File: config.mk
export PLATFORM = sky130hd
export DESIGN_NAME = hyperbus_phy_latency_fsm
export DESIGN_NICKNAME = d
export VERILOG_FILES = /design/src/rtl/hyperbus_phy_latency_fsm.sv
export SDC_FILE = /design/constraint.sdc
export NUM_CORES = 1
export LEC_CHECK = 0
export BUFFER_PORTS_ARGS = -buffer_cell sky130_fd_sc_hd__buf_2
export CAP_MARGIN = 20
export CORE_MARGIN = 1
export CORE_UTILIZATION = 55
export CTS_CLUSTER_SIZE = 28
export DETAILED_ROUTE_END_ITERATION = 10
export HOLD_SLACK_MARGIN = 0.06
export PLACE_DENSITY = 0.77
export REMOVE_ABC_BUFFERS = 1
export SLEW_MARGIN = 10
export SYNTH_ARGS = -nofsm -noshare
export SYNTH_HDL_FRONTEND = slang
export SYNTH_SLANG_ARGS = --single-unit
File: constraint.sdc
create_clock -name clk_i -period 4.7 [get_ports clk_i]
set_input_delay 0.705 -clock clk_i [delete_from_list [all_inputs] [get_ports clk_i]]
set_output_delay 0.705 -clock clk_i [all_outputs]
set_load 0.02 [all_outputs]
File: src/rtl/hyperbus_phy_latency_fsm.sv
// HyperBus PHY transaction sequencer: drives CS# and the CA / latency / data / recovery phase strobes.
// Latency: accept in IDLE -> CA on the next clock; strobes are combinational decodes of the registered state.
// Backpressure: trans_ready_o only in IDLE; a write beat with tx_valid_i low aborts the burst with an error pulse.
//
// Ports: clk_i/rst_i (async active-high); trans_* request handshake and attributes;
// cfg_* pseudostatic timing config; rwds_sample_i registered RWDS from the sampler;
// tx_valid_i/tx_ready_o write-beat handshake; cs_no, ca_*, data_phase_o, beat_last_o,
// lat_2x_o phase strobes for the pad logic; trans_done_o/trans_error_o completion pulses.
module hyperbus_phy_latency_fsm #(
    parameter  int MaxLen   = 256,
    localparam int LenWidth = $clog2(MaxLen + 1)
) (
    input  logic                clk_i,
    input  logic                rst_i,
    input  logic                trans_valid_i,
    output logic                trans_ready_o,
    input  logic                trans_write_i,
    input  logic                trans_reg_i,
    input  logic [LenWidth-1:0] trans_len_i,
    input  logic [3:0]          cfg_t_latency_i,
    input  logic                cfg_latency_fixed_i,
    input  logic [3:0]          cfg_sample_cycle_i,
    input  logic [3:0]          cfg_t_rwr_i,
    input  logic                rwds_sample_i,
    input  logic                tx_valid_i,
    output logic                cs_no,
    output logic                ca_valid_o,
    output logic [1:0]          ca_idx_o,
    output logic                data_phase_o,
    output logic                tx_ready_o,
    output logic                beat_last_o,
    output logic                lat_2x_o,
    output logic                trans_done_o,
    output logic                trans_error_o
);

    typedef enum logic [2:0] {
        S_IDLE,
        S_CA,
        S_LAT,
        S_DATA,
        S_RECOV
    } state_t;

    state_t                state_q, state_d;
    logic [1:0]            ca_idx_q, ca_idx_d;
    logic [4:0]            lat_cnt_q, lat_cnt_d;
    logic [LenWidth-1:0]   beat_cnt_q, beat_cnt_d;
    logic [LenWidth-1:0]   len_q, len_d;
    logic [3:0]            rec_cnt_q, rec_cnt_d;
    logic [3:0]            cs_cnt_q, cs_cnt_d;
    logic                  lat_flag_q, lat_flag_d;
    logic                  write_q, write_d;
    logic                  reg_q, reg_d;
    logic                  done_q, done_d;
    logic                  err_q, err_d;

    logic [3:0]            tlat_eff;
    logic [3:0]            rwr_eff;
    logic [4:0]            lat_target;
    logic                  sample_win;
    logic                  underflow;
    logic [LenWidth-1:0]   len_sat;

    always_comb begin
        tlat_eff   = (cfg_t_latency_i == 4'd0) ? 4'd1 : cfg_t_latency_i;
        rwr_eff    = (cfg_t_rwr_i == 4'd0) ? 4'd1 : cfg_t_rwr_i;
        lat_target = lat_flag_q ? {tlat_eff, 1'b0} : {1'b0, tlat_eff};
        // The latency decision freezes at LAT count tlat-1 (the first point where
        // a 1x exit is possible); later RWDS samples cannot change it.
        sample_win = (state_q == S_CA) ||
                     ((state_q == S_LAT) && (lat_cnt_q < ({1'b0, tlat_eff} - 5'd1)));
        underflow  = (state_q == S_DATA) && write_q && !tx_valid_i;
        if (trans_len_i == '0) begin
            len_sat = LenWidth'(1);
        end else if (trans_len_i > LenWidth'(MaxLen)) begin
            len_sat = LenWidth'(MaxLen);
        end else begin
            len_sat = trans_len_i;
        end
    end

    always_ff @(posedge clk_i or posedge rst_i) begin
        if (rst_i) begin
            state_q    <= S_IDLE;
            ca_idx_q   <= '0;
            lat_cnt_q  <= '0;
            beat_cnt_q <= '0;
            len_q      <= '0;
            rec_cnt_q  <= '0;
            cs_cnt_q   <= '0;
            lat_flag_q <= 1'b0;
            write_q    <= 1'b0;
            reg_q      <= 1'b0;
            done_q     <= 1'b0;
            err_q      <= 1'b0;
        end else begin
            state_q    <= state_d;
            ca_idx_q   <= ca_idx_d;
            lat_cnt_q  <= lat_cnt_d;
            beat_cnt_q <= beat_cnt_d;
            len_q      <= len_d;
            rec_cnt_q  <= rec_cnt_d;
            cs_cnt_q   <= cs_cnt_d;
            lat_flag_q <= lat_flag_d;
            write_q    <= write_d;
            reg_q      <= reg_d;
            done_q     <= done_d;
            err_q      <= err_d;
        end
    end

    always_comb begin
        state_d       = state_q;
        ca_idx_d      = ca_idx_q;
        lat_cnt_d     = lat_cnt_q;
        beat_cnt_d    = beat_cnt_q;
        len_d         = len_q;
        rec_cnt_d     = rec_cnt_q;
        cs_cnt_d      = cs_cnt_q;
        lat_flag_d    = lat_flag_q;
        write_d       = write_q;
        reg_d         = reg_q;
        done_d        = 1'b0;
        err_d         = 1'b0;

        trans_ready_o = 1'b0;
        cs_no         = 1'b1;
        ca_valid_o    = 1'b0;
        ca_idx_o      = 2'd0;
        data_phase_o  = 1'b0;
        beat_last_o   = 1'b0;

        // CS-low cycle counter; IDLE/RECOV hold it at 0 so CA idx 0 sees 0.
        if ((state_q == S_CA) || (state_q == S_LAT) || (state_q == S_DATA)) begin
            if (cs_cnt_q != 4'd15) begin
                cs_cnt_d = cs_cnt_q + 4'd1;
            end
        end else begin
            cs_cnt_d = '0;
        end

        if (sample_win && (cs_cnt_q == cfg_sample_cycle_i)) begin
            lat_flag_d = rwds_sample_i | cfg_latency_fixed_i;
        end

        unique case (state_q)
            S_IDLE: begin
                trans_ready_o = 1'b1;
                if (trans_valid_i) begin
                    write_d    = trans_write_i;
                    reg_d      = trans_reg_i;
                    // Register writes carry exactly one beat whatever len says.
                    len_d      = (trans_write_i && trans_reg_i) ? LenWidth'(1) : len_sat;
                    lat_flag_d = 1'b1;
                    ca_idx_d   = '0;
                    state_d    = S_CA;
                end
            end
            S_CA: begin
                cs_no      = 1'b0;
                ca_valid_o = 1'b1;
                ca_idx_o   = ca_idx_q;
                if (ca_idx_q == 2'd2) begin
                    ca_idx_d   = '0;
                    lat_cnt_d  = '0;
                    beat_cnt_d = '0;
                    state_d    = (write_q && reg_q) ? S_DATA : S_LAT;
                end else begin
                    ca_idx_d = ca_idx_q + 2'd1;
                end
            end
            S_LAT: begin
                cs_no = 1'b0;
                if (lat_cnt_q == (lat_target - 5'd1)) begin
                    lat_cnt_d = '0;
                    state_d   = S_DATA;
                end else begin
                    lat_cnt_d = lat_cnt_q + 5'd1;
                end
            end
            S_DATA: begin
                cs_no        = 1'b0;
                data_phase_o = !underflow;
                beat_last_o  = !underflow && (beat_cnt_q == (len_q - LenWidth'(1)));
                rec_cnt_d    = '0;
                if (underflow) begin
                    err_d   = 1'b1;
                    state_d = S_RECOV;
                end else if (beat_cnt_q == (len_q - LenWidth'(1))) begin
                    done_d  = 1'b1;
                    state_d = S_RECOV;
                end else begin
                    beat_cnt_d = beat_cnt_q + LenWidth'(1);
                end
            end
            S_RECOV: begin
                if (rec_cnt_q == (rwr_eff - 4'd1)) begin
                    rec_cnt_d = '0;
                    state_d   = S_IDLE;
                end else begin
                    rec_cnt_d = rec_cnt_q + 4'd1;
                end
            end
            default: begin
                state_d = S_IDLE;
            end
        endcase
    end

    assign tx_ready_o    = data_phase_o & write_q;
    assign lat_2x_o      = lat_flag_q;
    assign trans_done_o  = done_q;
    assign trans_error_o = err_q;

endmodule

==> flow_summary.ini <==
[outcome]
status = complete, no violations

[sta]
rsz0062_at_grt = false
fin_tns_setup_ns = 0
finalHoldViolations = 0
max_freq_mhz = 308
slew_violations = 0
worst_slew_pin_slew_ns = 0.789
slew_headroom_pct = 46.6
skew_ns = 0.0109
setup_viol = 0
fin_crit_sh_pct = 69.0
finalCriticalPeriod_ns = 3.24

[cts]
cts-resized-gates = 0
cts_tree = done
cts.sinks = 41
cts_buffers = 5
root_buffer = clkbuf_8
cts_setup_buffers = 0
path_clk_slew_ns = 0.08
clk_path_buf_depth = 2
cts.hold.buffers_added = 0
insertion_delay_ns = 0.30
cts.htree.levels = 2

[setup_path]
slowest_delay_ns = 0.49
worst_ep_arrival_time_ns = 2.54
path_buf_inv = 2
cp.required_ns = 3.99
path_class = flip-flop to output pin
crit_chain = inv_1 -> ha_1 -> nor3b_2 -> nand2_1 -> or4_1 -> nand3_2 -> and3_1 -> buf_2
cp_max_fo = 10
end_kind = output pin
slowest_stage = or4_1
cp-start-kind = flip-flop
crit_family = simple AND/OR/NAND/NOR gates

[synthesis]
ys_ff_latch = 41
synth-edff-count = 0
synth_area_sq_um = 2960
synth_area_per_cell_sq_um = 8.69
ys.flop_type = dfrtp_1
ys_types = 60
yosysSeqAreaShare_pct = 34.6
async_reset_ff_share_pct = 100
synthCells = 341
yosys.area.top_type_share_pct = 34.6
ys_top_cells_by_area = dfrtp_1 (35%), xnor2_1 (5.6%), nand2_1 (4.9%)
yosysMostFrequentCell = dfrtp_1
yosys-top-cells-count = dfrtp_1 (41), nand2_1 (39), nor2_1 (28), o21ai_0 (25), xnor2_1 (19)
ys_warn_count = 0
synth_area_leader_cell = dfrtp_1

[route]
vias = 2525
drtIter0Drc = 208
viasPerCell = 5.75
routed_wl_mm = 5.93
first_pass_iters = 4
post_drt_wl_per_cell_microns = 13.5
postRouteAntennaNets = 0
drc_errors = 0

[cells_and_area]
n_antenna_cell = 0
fillers = 452
drive_above_1_share_pct = 18.4
nNetsFinal = 408
syn_to_final_growth_pct = 10.2

[pwr]
p_int_uw = 967
p_sw_share_pct = 44.4
irDropWorstVdd_mv = 0.285
p_leak_nw = 1.49
pwr-share-seq_pct = 36.3
comb_power_share_pct = 48.8
clockPowerShare_pct = 14.9
p_per_area_nw_per_um2 = 532
p_total_mw = 1.74
switching_power_uw = 771

[grt]
grt_max_degree = 42
antenna_found_initial = 0
track_usage_pct = 22.1
grt_pass1_wl_mm = 9.62
grt_pass1_vias = 2235
grt-ovfl-total = 0

[placement]
port_buffers = 39
hpwl_mm = 4.40
gp_congestion = 0.794

[flow_run]
maxCapViolations = 0

[die]
die-height_microns = 75.4
start_util_pct = 57.6
io_pins = 40
core_sq_um = 5140
placementRows = 26
die_w_microns = 75.4
dieArea_sq_um = 5680

[hold_path]
hp-class = primary input to asynchronous set/reset pin
-- per-stage QoR --
step / cells / hold slack, ns / instance area, sq um / worst slack [ns] / utilization (%)
finish: 439 / 0.523 / 3270 / 1.46 / 63.5
global route: 439 / 0.567 / 3270 / 1.32 / 63.5
CTS: 439 / 0.544 / 3270 / 1.45 / 63.5
detailed placement: 431 / 0.521 / 3160 / 1.64 / 61.6
global placement: 431 / 0.517 / 3160 / 1.73 / 61.6
floorplan: 320 / 0.470 / 2870 / 1.99 / -
-- placed cells by master, fill, tap and decap left out, types with 4 or more instances in the layout --
cell	count
and3_1	8
inv_1	9
mux2_2	5
nor3_1	15
a31oi_1	5
ha_1	11
dfrtp_1	41
clkbuf_8	7
and2_1	4
nor4_1	4
o21ai_0	25
a21oi_1	5
buf_2	39
mux2i_1	5
nand3_1	12
xnor2_1	19
nand2_1	39
nand2b_1	9
a41oi_1	7
o21a_1	9
xor2_1	8
o41ai_2	4
a211oi_1	4
nor2_1	28
-- per-layer routing --
metal,GRT usage (%),wire length [microns]
met1,29.0,2900
met2,37.2,2820
met3,3.31,157
met4,8.23,46
met5,0,0
-- worst register-to-register path: cells and delay by family, from the launching register on --
family                   cells  cell delay (ns)
flip-flops                   1             0.54
AND/OR/NAND/NOR              5             1.29
adder cells (fa/ha/maj)      1             0.31
AO/OA/AOI/OAI                2             0.39
XOR/XNOR                     1             0.13
-- logic make-up (layout without fill, tap and decap cells) --
| family | Yosys count | after routing | share of synthesized area (%) |
|---|---|---|---|
| xor gates and xnor gates | 27 | 27 | 7.98 |
| AOI/OAI and AO/OA | 82 | 82 | 20.5 |
| buffers and inverters | 30 | 58 | 4.39 |
| other | 1 | 1 | 0.127 |
| and+or+nand+nor | 139 | 139 | 24.2 |
| muxes | 10 | 10 | 3.59 |
| DFF | 41 | 41 | 34.6 |
| adders and majority gates | 11 | 11 | 4.65 |
-- power groups by stage --
stage	combinational, mW	clock (mW)	sequential (mW)
floorplan	0.666	0	0.595
global placement	0.826	0	0.628
detailed placement	0.850	0	0.635
CTS	0.853	0.264	0.628
global route	0.960	0.277	0.651
finish	0.849	0.259	0.631
-- final timing paths --
check | cells past startpoint | slack (ns) | start | to
hold reg to reg | 2 | 0.55 | len_q[6] | len_q[6]
hold / removal | 3 | 0.52 | rst_i | beat_cnt_q[8]
setup reg to reg | 9 | 1.91 | lat_2x_o | lat_cnt_q[3]
min in group clk_i | 2 | 0.55 | len_q[6] | len_q[6]
setup / recovery | 8 | 1.46 | len_q[0] | beat_last_o
max in group asynchronous | 3 | 3.82 | rst_i | beat_cnt_q[1]
-- area by class of cell --
class / instances / area [sq um] / area share [%]
multi-input combinational: 270 / 1810 / 55.3
sequential: 41 / 1030 / 31.4
timing repair buffer: 41 / 210 / 6.44
clock buffer: 7 / 96.3 / 2.95
tap: 70 / 87.6 / 2.68
inverter: 9 / 33.8 / 1.03
clock inverter: 1 / 5.00 / 0.153
-- flip-flops by register name, summed over array words and instances (netlist names), 2 cells and up --
register,count
beat_cnt_q,9
lat_cnt_q,5
state_q,3
cs_cnt_q,4
rec_cnt_q,4
ca_idx_q,2
len_q,9
No activity file was read; power rests on OpenSTA's default activity.
